### src/rtl/instr_fetch_unit.sv
// instr_fetch_unit
//   Single-outstanding instruction fetcher feeding a small in-order buffer
//   toward the decoder. Handles branch/jump redirects, including discarding
//   a response that was already in flight when the redirect arrived.
//
// Ports
//   clk, rst          clock, asynchronous active-low reset
//   imem_req/addr     fetch request and word-aligned address (held until gnt)
//   imem_gnt          memory accepted the request this cycle
//   imem_rvalid/rdata read response, one per grant, >=1 cycle after the grant
//   instr_valid/ready decoder handshake for {instruction, instr_pc}
//   redirect/_pc      one-cycle redirect strobe and target (bits [1:0] ignored)
module instr_fetch_unit #(
  parameter logic [31:0] RESET_PC   = 32'h0000_0000,
  parameter int          FIFO_DEPTH = 2            // 2 or 4 (pointers wrap naturally)
) (
  input  logic        clk,
  input  logic        rst,
  output logic        imem_req,
  output logic [31:0] imem_addr,
  input  logic        imem_gnt,
  input  logic        imem_rvalid,
  input  logic [31:0] imem_rdata,
  output logic        instr_valid,
  input  logic        instr_ready,
  output logic [31:0] instruction,
  output logic [31:0] instr_pc,
  input  logic        redirect,
  input  logic [31:0] redirect_pc
);

  localparam int PW = $clog2(FIFO_DEPTH);
  localparam int CW = PW + 1;
  localparam logic [CW-1:0] DEPTH_C = CW'(FIFO_DEPTH);

  typedef enum logic [1:0] {IDLE, REQ, WAIT} state_t;

  state_t                       state, state_nxt;
  logic [31:0]                  fetch_pc, fetch_pc_nxt;
  logic [31:0]                  tag_pc, tag_pc_nxt;   // address of the outstanding request
  logic                         drop, drop_nxt;       // outstanding response is stale
  logic [PW-1:0]                wptr, rptr;
  logic [CW-1:0]                count, count_nxt;
  logic [FIFO_DEPTH-1:0][31:0]  buf_data, buf_pc;
  logic                         granted, push, pop;
  logic [31:0]                  redir_tgt;

  assign redir_tgt = {redirect_pc[31:2], 2'b00};
  assign granted   = (state == REQ) && imem_gnt;

  // Redirect wins over everything: no push of the response arriving with it,
  // no pop of the head it is flushing.
  assign push = (state == WAIT) && imem_rvalid && !drop && !redirect;
  assign pop  = instr_valid && instr_ready && !redirect;

  always_comb begin
    count_nxt = count;
    if (redirect) count_nxt = '0;
    else          count_nxt = count + CW'(push) - CW'(pop);
  end

  always_comb begin
    state_nxt    = state;
    fetch_pc_nxt = fetch_pc;
    tag_pc_nxt   = tag_pc;
    drop_nxt     = drop;
    case (state)
      IDLE: if (count < DEPTH_C) state_nxt = REQ;
      REQ: if (imem_gnt) begin
        state_nxt    = WAIT;
        tag_pc_nxt   = fetch_pc;
        fetch_pc_nxt = fetch_pc + 32'd4;     // wraps modulo 2^32
      end
      WAIT: if (imem_rvalid) begin
        drop_nxt  = 1'b0;
        // Admission check uses post-push/pop occupancy so a push never overflows.
        state_nxt = (count_nxt < DEPTH_C) ? REQ : IDLE;
      end
      default: state_nxt = IDLE;
    endcase
    if (redirect) begin
      fetch_pc_nxt = redir_tgt;
      if (granted || (state == WAIT && !imem_rvalid)) begin
        // A response is still owed; swallow it before issuing the new target.
        state_nxt = WAIT;
        drop_nxt  = 1'b1;
      end else begin
        state_nxt = REQ;
        drop_nxt  = 1'b0;
      end
    end
  end

  always_ff @(posedge clk or negedge rst) begin
    if (!rst) begin
      state    <= IDLE;
      fetch_pc <= RESET_PC;
      tag_pc   <= '0;
      drop     <= 1'b0;
      wptr     <= '0;
      rptr     <= '0;
      count    <= '0;
    end else begin
      state    <= state_nxt;
      fetch_pc <= fetch_pc_nxt;
      tag_pc   <= tag_pc_nxt;
      drop     <= drop_nxt;
      count    <= count_nxt;
      if (redirect) begin
        wptr <= '0;
        rptr <= '0;
      end else begin
        if (push) wptr <= wptr + PW'(1);
        if (pop)  rptr <= rptr + PW'(1);
      end
    end
  end

  // Storage needs no reset: it is only observed through the valid-gated head.
  always_ff @(posedge clk) begin
    if (push) begin
      buf_data[wptr] <= imem_rdata;
      buf_pc[wptr]   <= tag_pc;
    end
  end

  assign imem_req    = (state == REQ);
  assign imem_addr   = fetch_pc;
  assign instr_valid = (count != '0);
  assign instruction = instr_valid ? buf_data[rptr] : '0;
  assign instr_pc    = instr_valid ? buf_pc[rptr]   : '0;

endmodule
### config.mk
export PLATFORM = sky130hd
export DESIGN_NAME = instr_fetch_unit
export DESIGN_NICKNAME = d
export VERILOG_FILES = /design/src/rtl/instr_fetch_unit.sv
export SDC_FILE = /design/constraint.sdc
export NUM_CORES = 1
export LEC_CHECK = 0
export CORE_MARGIN = 1.5
export CORE_UTILIZATION = 51
export CTS_BUF_LIST = sky130_fd_sc_hd__clkbuf_4 sky130_fd_sc_hd__clkbuf_8 sky130_fd_sc_hd__clkbuf_16
export DETAILED_ROUTE_END_ITERATION = 8
export PLACE_DENSITY_LB_ADDON = 0.08
export SYNTH_ARGS = -nofsm -noshare
export SYNTH_HDL_FRONTEND = slang
export SYNTH_SLANG_ARGS = --single-unit
### constraint.sdc
create_clock -name clk -period 4.8 [get_ports clk]
set_clock_uncertainty 0.1 [all_clocks]
set_input_delay 0.72 -clock clk [delete_from_list [all_inputs] [get_ports clk]]
set_output_delay 0.72 -clock clk [all_outputs]
set_load 0.01 [all_outputs]
Yosys cells after proc, flatten, opt, wreduce, memory -nomap -nowiden
Index checks and enable logic that the tools add are counted.
Widths: inputs -> output; s select.
{"block": "word_totals", "reg_bits": 199, "ram_bits": 0, "n_memories": 0, "latchBits": 0, "out_inout_bits": 98, "mem_bits_ro": 0}
{"block": "classes", "n_div": 0, "n_addsub": 5, "n_eq_ne": 5, "multipliers": 0, "reduce_logical": 24, "n_shift": 0, "n_lt_le_gt_ge": 5, "n_mux": 29, "n_bitwise": 0}
{"op": "$mux 32", "count": 10}
{"op": "$bwmux 64", "count": 2}
{"op": "$add 32x3->32 const B", "count": 1}
{"op": "$demux 32 s1", "count": 1}
{"op": "$reduce_bool 2->1", "count": 7}
{"op": "$mux 2", "count": 6}
{"op": "$mux 1", "count": 9}
{"op": "$logic_and 1x1->1", "count": 8}
{"op": "$ne 3x3->1 const B", "count": 2}
{"op": "$pmux 2 s3", "count": 1}
{"op": "$reduce_and 2->1", "count": 3}
{"op": "$lt 1x2->1 const B", "count": 2}
{"op": "$lt 2x2->1 const B", "count": 2}
{"op": "$logic_not 1->1", "count": 3}
{"op": "$ne 3x1->1 const B", "count": 1}
{"op": "$reduce_and 3->1", "count": 1}
{"op": "$add 1x1->1 const B", "count": 2}
{"op": "$add 2x1->2", "count": 1}
{"op": "$eq 2x1->1 const B", "count": 1}
{"op": "$eq 2x2->1 const B", "count": 1}
{"op": "$logic_not 2->1", "count": 1}
{"op": "$sub 2x1->2", "count": 1}
{"op": "$ge 1x1->1 const B", "count": 1}
{"op": "$logic_or 1x1->1", "count": 1}

Longest topological paths before layout
{"block": "depth", "word_depth": 12, "ltp_mapped": 11, "depth_no_buf": 11}

Worst setup path after synthesis
Ideal clock, no wire load.
{"block": "synth_timing", "path_type": "in2reg", "startpoint": "input port redirect", "endpoint": "register buf_data[0] (netlist bit) (enable)", "t_required_ns": 4.218, "setup_time_ns": 0.482, "t_arrival_ns": 3.910, "path_stages": 3, "path_slack_ns": 0.308, "cell_sequence": "clkbuf_1 or3_1 nor2_1"}
{"block": "synth_via", "elab_chain_len": 2}
{"element": "start, declared", "line_no": "28", "source": "input logic redirect,"}
{"element": "$logic_not 1->1", "line_no": "53", "source": "assign push = (state == WAIT) && imem_rvalid && !drop && !redirect;"}
{"element": "$logic_and 1x1->1", "line_no": "53"}
{"element": "end signal, assigned by index", "line_no": "122", "source": "buf_data[wptr] <= imem_rdata;"}
{"element": "end, declared", "line_no": "44", "source": "logic [FIFO_DEPTH-1:0][31:0] buf_data, buf_pc;"}
No other way between the ends.
A chain may end at the register's enable or synchronous reset.

Worst setup path after layout
{"block": "layout_timing", "startpoint": "register rptr", "endpoint": "output port instr_pc[9]"}
{"block": "layout_via", "elab_chain_len": 3}
{"element": "start, declared", "line_no": "42", "source": "logic [PW-1:0] wptr, rptr;"}
{"element": "start signal, assigned", "line_no": "114", "source": "if (pop) rptr <= rptr + PW'(1);"}
{"element": "$mux 32 (implied by the code) (2 in a row)", "line_no": "131", "source": "assign instr_pc = instr_valid ? buf_pc[rptr] : '0;"}
{"element": "$mux 32", "line_no": "131"}
{"element": "end, declared", "line_no": "27", "source": "output logic [31:0] instr_pc,"}
No other way between the ends. The select of a mux whose other input is x is not followed.

==> results.sh <==
export IMPL_final_hold_violation_count=0
export IMPL_max_freq_mhz=294
export IMPL_drc=0
export IMPL_synth_edf_count=124
export IMPL_cts_tree="built"
export IMPL_worstSetupEndpointType="output pin"
export IMPL_path_cells="mux2i_1 -> nor2_1 -> clkdlybuf4s50_1"
export IMPL_hpwl_mm=11.0
export IMPL_timing_final_crit_share_pct=70.8
export IMPL_setup_worst_path_class="flip-flop to output pin"
export IMPL_grt_max_degree=64
export IMPL_maxSlewViolCount=0
export IMPL_antenna_found_initial=0
export IMPL_switching_share_pct=25.4
export IMPL_die_area_um2=16300
export IMPL_arrival_ps=2580
export IMPL_place_congestion=0.837
export IMPL_cts_setup_buffers=0
export IMPL_clk_path_buf_depth=2
export IMPL_start_util_pct=52.1
export IMPL_fp_dieH_um=128
export IMPL_synth_most_common_cell="edfxtp_1"
export IMPL_synth_cell_types=38
export IMPL_tns_ps=0
export IMPL_crit_slowest_cell="dfrtp_4"
export IMPL_hp_class="input pin to async pin"
export IMPL_cts_num_sinks=191
export IMPL_die_width_um=128
export IMPL_met3_usage_pct=4.61
export IMPL_power_switching_uw=1110
export IMPL_rr_worst_depth=11
export IMPL_cts_resized=0
export IMPL_drive_gt1_share_pct=5.82
export IMPL_antenna_cells=0
export IMPL_worstMarginPinSlew_ps=1170
export IMPL_grt_pass1_vias=5479
export IMPL_r2r_end="state[0]"
export IMPL_wl_per_cell_um=17.2
export IMPL_synthCells=637
export IMPL_powerDensity_nw_per_um2=422
export IMPL_worstReg2RegStart="count[1]"
export IMPL_syn_area_per_cell_um2=12.4
export IMPL_synthFlopType="edfxtp_1"
export IMPL_drtIter0Drc=320
export IMPL_netlist_area_um2=7920
export IMPL_coreArea_um2=15200
export IMPL_path_buf_inv=1
export IMPL_synth_top_cells_by_area="edfxtp_1 47%, dfrtp_1 21%, mux2i_1 8.0%, nand2_1 5.0%, nor2_1 4.2%"
export IMPL_ys_ff_latch=191
export IMPL_dp_cells=963
export IMPL_fin_area_um2=10400
export IMPL_ios=168
export IMPL_p_leak_uw=0.00369
export IMPL_busiest_layer="met2"
export IMPL_setup_viol=0
export IMPL_grtUsageTotal_pct=21.7
export IMPL_final_min_clock_period_ps=3400
export IMPL_synthArstFlopShare_pct=35.1
export IMPL_reg2reg_slack_ps=2100
export IMPL_yosys_warnings=0
export IMPL_required_ps=3980
export IMPL_grt_use_met1_pct=29.2
export IMPL_io_buffers=161
export IMPL_max_slew_margin_pct=22.1
export IMPL_rsz0062_at_grt="false"
export IMPL_drtAntennaViolNets=0
export IMPL_slowest_delay_ps=1200
export IMPL_clock_latency_ps=420
export IMPL_syn_to_final_growth_pct=31.2
export IMPL_fp_row_count=45
export IMPL_fin_util_pct=68.3
export IMPL_root_buffer="clkbuf_16"
export IMPL_totalPowerFinal_uw=4380
export IMPL_vias=5547
export IMPL_synth_common_cells="124 x edfxtp_1, 106 x nand2_1, 88 x nor2_1"
export IMPL_overflow=0
export IMPL_critPathLaunchType="flip-flop"
export IMPL_clkPwrFrac_pct=35.0
export IMPL_cts_hold_buf=0
export IMPL_dpl_cell_area_um2=9730
export IMPL_p_int_uw=3270
export IMPL_cpLargestDelayFamily="flip-flops"
export IMPL_gr_usage_met2_pct=35.5
export IMPL_combPwrFrac_pct=14.6
export IMPL_vdd_drop_max_mv=0.269
export IMPL_stdcell_count=995
export IMPL_synth_largest_area_cell="edfxtp_1"
export IMPL_ys_seq_area_share_pct=68.2
export IMPL_drt_pass1_iter_count=5
export IMPL_grt_pass1_wl_mm=27.3
export IMPL_max_cap_violations=0
export IMPL_numCtsBuffers=17
export IMPL_synth_top_area_share_pct=47.0
export IMPL_clkTransAtPathRegs_ps=70
export IMPL_seqPwrFrac_pct=50.4
export IMPL_final_net_count=867
export IMPL_path_max_fanout=63
export IMPL_run_status="completed"
export IMPL_htree_levels=4
export IMPL_via_per_inst=5.57
export IMPL_wl_mm=17.1
==> cell type report <==
type,count,area [um2]
fillers,1118,4820
flip-flops and latches,191,5400
inverters,8,30.0
multi-input cells,407,2370
clock buffers,19,447
well taps,188,235
clock inverters,13,210
repair buffers,169,1690
==> how the worst max path moves through the flow <==
| stage | start | end | slack [ps] | cells past startpoint |
|---|---|---|---|---|
| after global routing | rptr | instr_pc[9] | 1260 | 3 |
| after global placement | redirect | state[0] | 1450 | 10 |
| final | rptr | instr_pc[9] | 1400 | 3 |
| after floorplan | redirect | buf_data[0] | 310 | 3 |
| after CTS | rptr | instr_pc[9] | 1340 | 3 |
| after detailed placement | redirect | state[0] | 1420 | 10 |
==> worst register-to-register path, stage by stage (launching register included) <==
cell and delay, ps:
dfrtp_1 440, nor2_4 410, inv_1 140, nand2_1 160, nor2_1 60, ha_1 290, inv_1 50, ha_1 180
xnor2_1 160, or2b_1 240, a32o_1 250, a21oi_1 140
==> layer usage <==
| metal | vias to the layer above | part of all wire (%) |
|---|---|---|
| met1 | 2725 | 44 |
| met5 | - | 0 |
| met2 | 206 | 48 |
| li1 | 2600 | - |
| met4 | 0 | 1.1 |
| met3 | 16 | 6.2 |
==> cells in the final DEF (no fill, tap or decap), drive strengths merged, types with 14 or more instances in the layout <==
master	n
mux2i	63
dfrtp	67
clkbuf	19
o31ai	14
or4	15
edfxtp	124
a31oi	21
nand3	15
clkdlybuf4s50	160
nand2	106
nor2	88
o21ai	22
==> cells by family (layout without fill, tap and decap cells) <==
family | after synthesis | count (layout) | share of synthesized area (%)
simple gates | 265 | 265 | 15.1
flops | 191 | 191 | 68.2
mux | 63 | 63 | 7.97
compound gates | 62 | 62 | 4.82
buf+inv | 42 | 209 | 2.28
xor+xnor | 10 | 10 | 1.11
fa+ha+maj | 3 | 3 | 0.474
other cells | 1 | 4 | 0.0474
==> through the flow <==
stage	worst slack [ps]	hold slack [ps]
after floorplan	308	324
after global placement	1450	350
after detailed placement	1420	356
after CTS	1340	363
after global routing	1260	383
final	1400	349
==> power by group through the flow <==
stage / combinational [uW] / sequential [uW] / clock [uW]
finish: 641 / 2210 / 1530
global route: 720 / 2230 / 1630
CTS: 649 / 2210 / 1560
detailed placement: 641 / 2240 / 0
global placement: 625 / 2210 / 0
floorplan: 362 / 2170 / 0
==> state kept, by name, summed over array words and instances (netlist names) <==
| signal | count |
|---|---|
| buf_data | 64 |
| buf_pc | 60 |
| imem_addr | 30 |
| tag_pc | 30 |
| count | 2 |
| state | 2 |
| drop | 1 |
| rptr | 1 |
| wptr | 1 |
No activity file was read; power rests on OpenSTA's default activity.
==> variant (same settings) <==
Reset style: synchronous (`rst`), changed in one clocked block. Comments in the files are not updated.
--- a/src/rtl/instr_fetch_unit.sv
+++ b/src/rtl/instr_fetch_unit.sv
@@ -92,5 +92,5 @@
   end
 
-  always_ff @(posedge clk or negedge rst) begin
+  always_ff @(posedge clk) begin
     if (!rst) begin
       state    <= IDLE;
Function: differs if rst is asserted again (counterexample within 4 cycles, from zero or initial values and one cycle with rst low); with rst held inactive, the same outputs for 4 cycles.
==> variant against the unedited design <==
- worst hold slack better by 6.3 ps
- setup slack worse by 9.0 ps
- register-to-register slack worse by 220 ps
- final area is 0.23% lower
- first-iteration DRC count is 10% higher
- sequential cell count stayed put
- area after synthesis is 1.3% higher
- count of clock-buffer cells in the layout is 1 higher
- wire length is 1.7% higher
- synthesized cell count is 5.2% higher
Power is not compared: it rests on default switching activity, and its combinational part moved more than twofold at a synthesized area within 25%.
==> variant: results <==
set metrics [dict create \
    dr.pass1.iters 4 \
    buffers 167 \
    status "complete, no violations" \
    grt_pass1_wl_um 27400 \
    ys_types 58 \
    fin_hold_ws_ps 355 \
    seq_share_pct 48.9 \
    setup_slack_ps 1390 \
    met1_usage_pct 29.2 \
    dr_wl_met2_um 8170 \
    dpl_cell_area_sq_mm 0.00975 \
    ys_seq_area_share_pct 63.2 \
    r2r_setup_slack_ps 1880 \
    core_sq_mm 0.0153 \
    grt_antenna_before_repair 0 \
    gr-usage-met3_pct 4.82 \
    cp_top_family "simple AND/OR/NAND/NOR gates" \
    drt_iter0_drc 353 \
    cp_slowest_cell "nor2_4" \
    grt_pass1_vias 5387 \
    grt_max_degree 68 \
    drive_gt1_share_pct 6.30 \
    hpwl_um 11200 \
    r2r_start "count[1]" \
    synth-edff-count 124 \
    met2_usage_pct 34.3 \
    critPathMaxFanout 50 \
    cp.arrival_ps 2590 \
    synth_common_cells "edfxtp_1 (124), nor2_1 (76), nand2_1 (75)" \
    syn_avg_cell_area_sq_um 12.0 \
    r2r_cells 11 \
    wl_met3_um 1070 \
    bufAreaShareNonClock_pct 15.9 \
    final_util_pct 67.9 \
    start_kind "flop" \
    max_stage_delay_ps 900 \
    rr_endpoint "state[0]" \
    grt_usage_pct 21.4 \
    async_flop_share_pct 0 \
    wl_per_cell_um 16.8 \
    nClkBuffers 20 \
    vias_per_cell 5.43 \
    hold_path_depth 0 \
    clock_cell_area_share_pct 5.88 \
    maxSlewHeadroom_pct 22.7 \
    min_path_type "flop to flop" \
    dp_cells 1004 \
    gp_congestion 0.786 \
    n_fill_cell 1177 \
    wl_met1_um 7960 \
    multi_input_area_sq_mm 0.00274 \
    multi_input_gates 427 \
    nNetsFinal 885 \
    synth_area_leaders "edfxtp_1 (46%), dfxtp_1 (17%), mux2i_1 (7.7%)" \
    cp-endpoint "instruction[2]" \
    p_leak_nw 3.40 \
    wirelength_um 17400 \
]
[variant: cell count changes in the layout (fill, tap and decap cells not counted), moves of 9 or more]
cell | unedited run | this run
a21boi_0 | 0 | 30
a31oi_1 | 21 | 7
dfrtp_1 | 66 | 0
dfxtp_1 | 0 | 66
nand2_1 | 106 | 75
nand2b_1 | 0 | 9
nor2_1 | 85 | 73
o31ai_1 | 14 | 5
[variant: report_power, final]
group	leakage, nW	switching, mW	internal [mW]
Sequential	1.75	0.0488	1.77
Clock	0.302	0.612	0.804
Combinational	1.35	0.0950	0.120
Total	3.40	0.756	2.70
[variant: kinds of logic (layout without fill, tap and decap cells)]
kind of cell,after synthesis,in the layout,share of synthesized area (%)
DFF,191,191,63.2
other,1,4,0.0468
adders and majority gates,3,3,0.468
buffers and inverters,55,207,3.06
AOI/OAI and AO/OA,97,97,8.48
and+or+nand+nor,246,246,15.4
muxes,62,62,7.74
xor gates and xnor gates,15,15,1.64
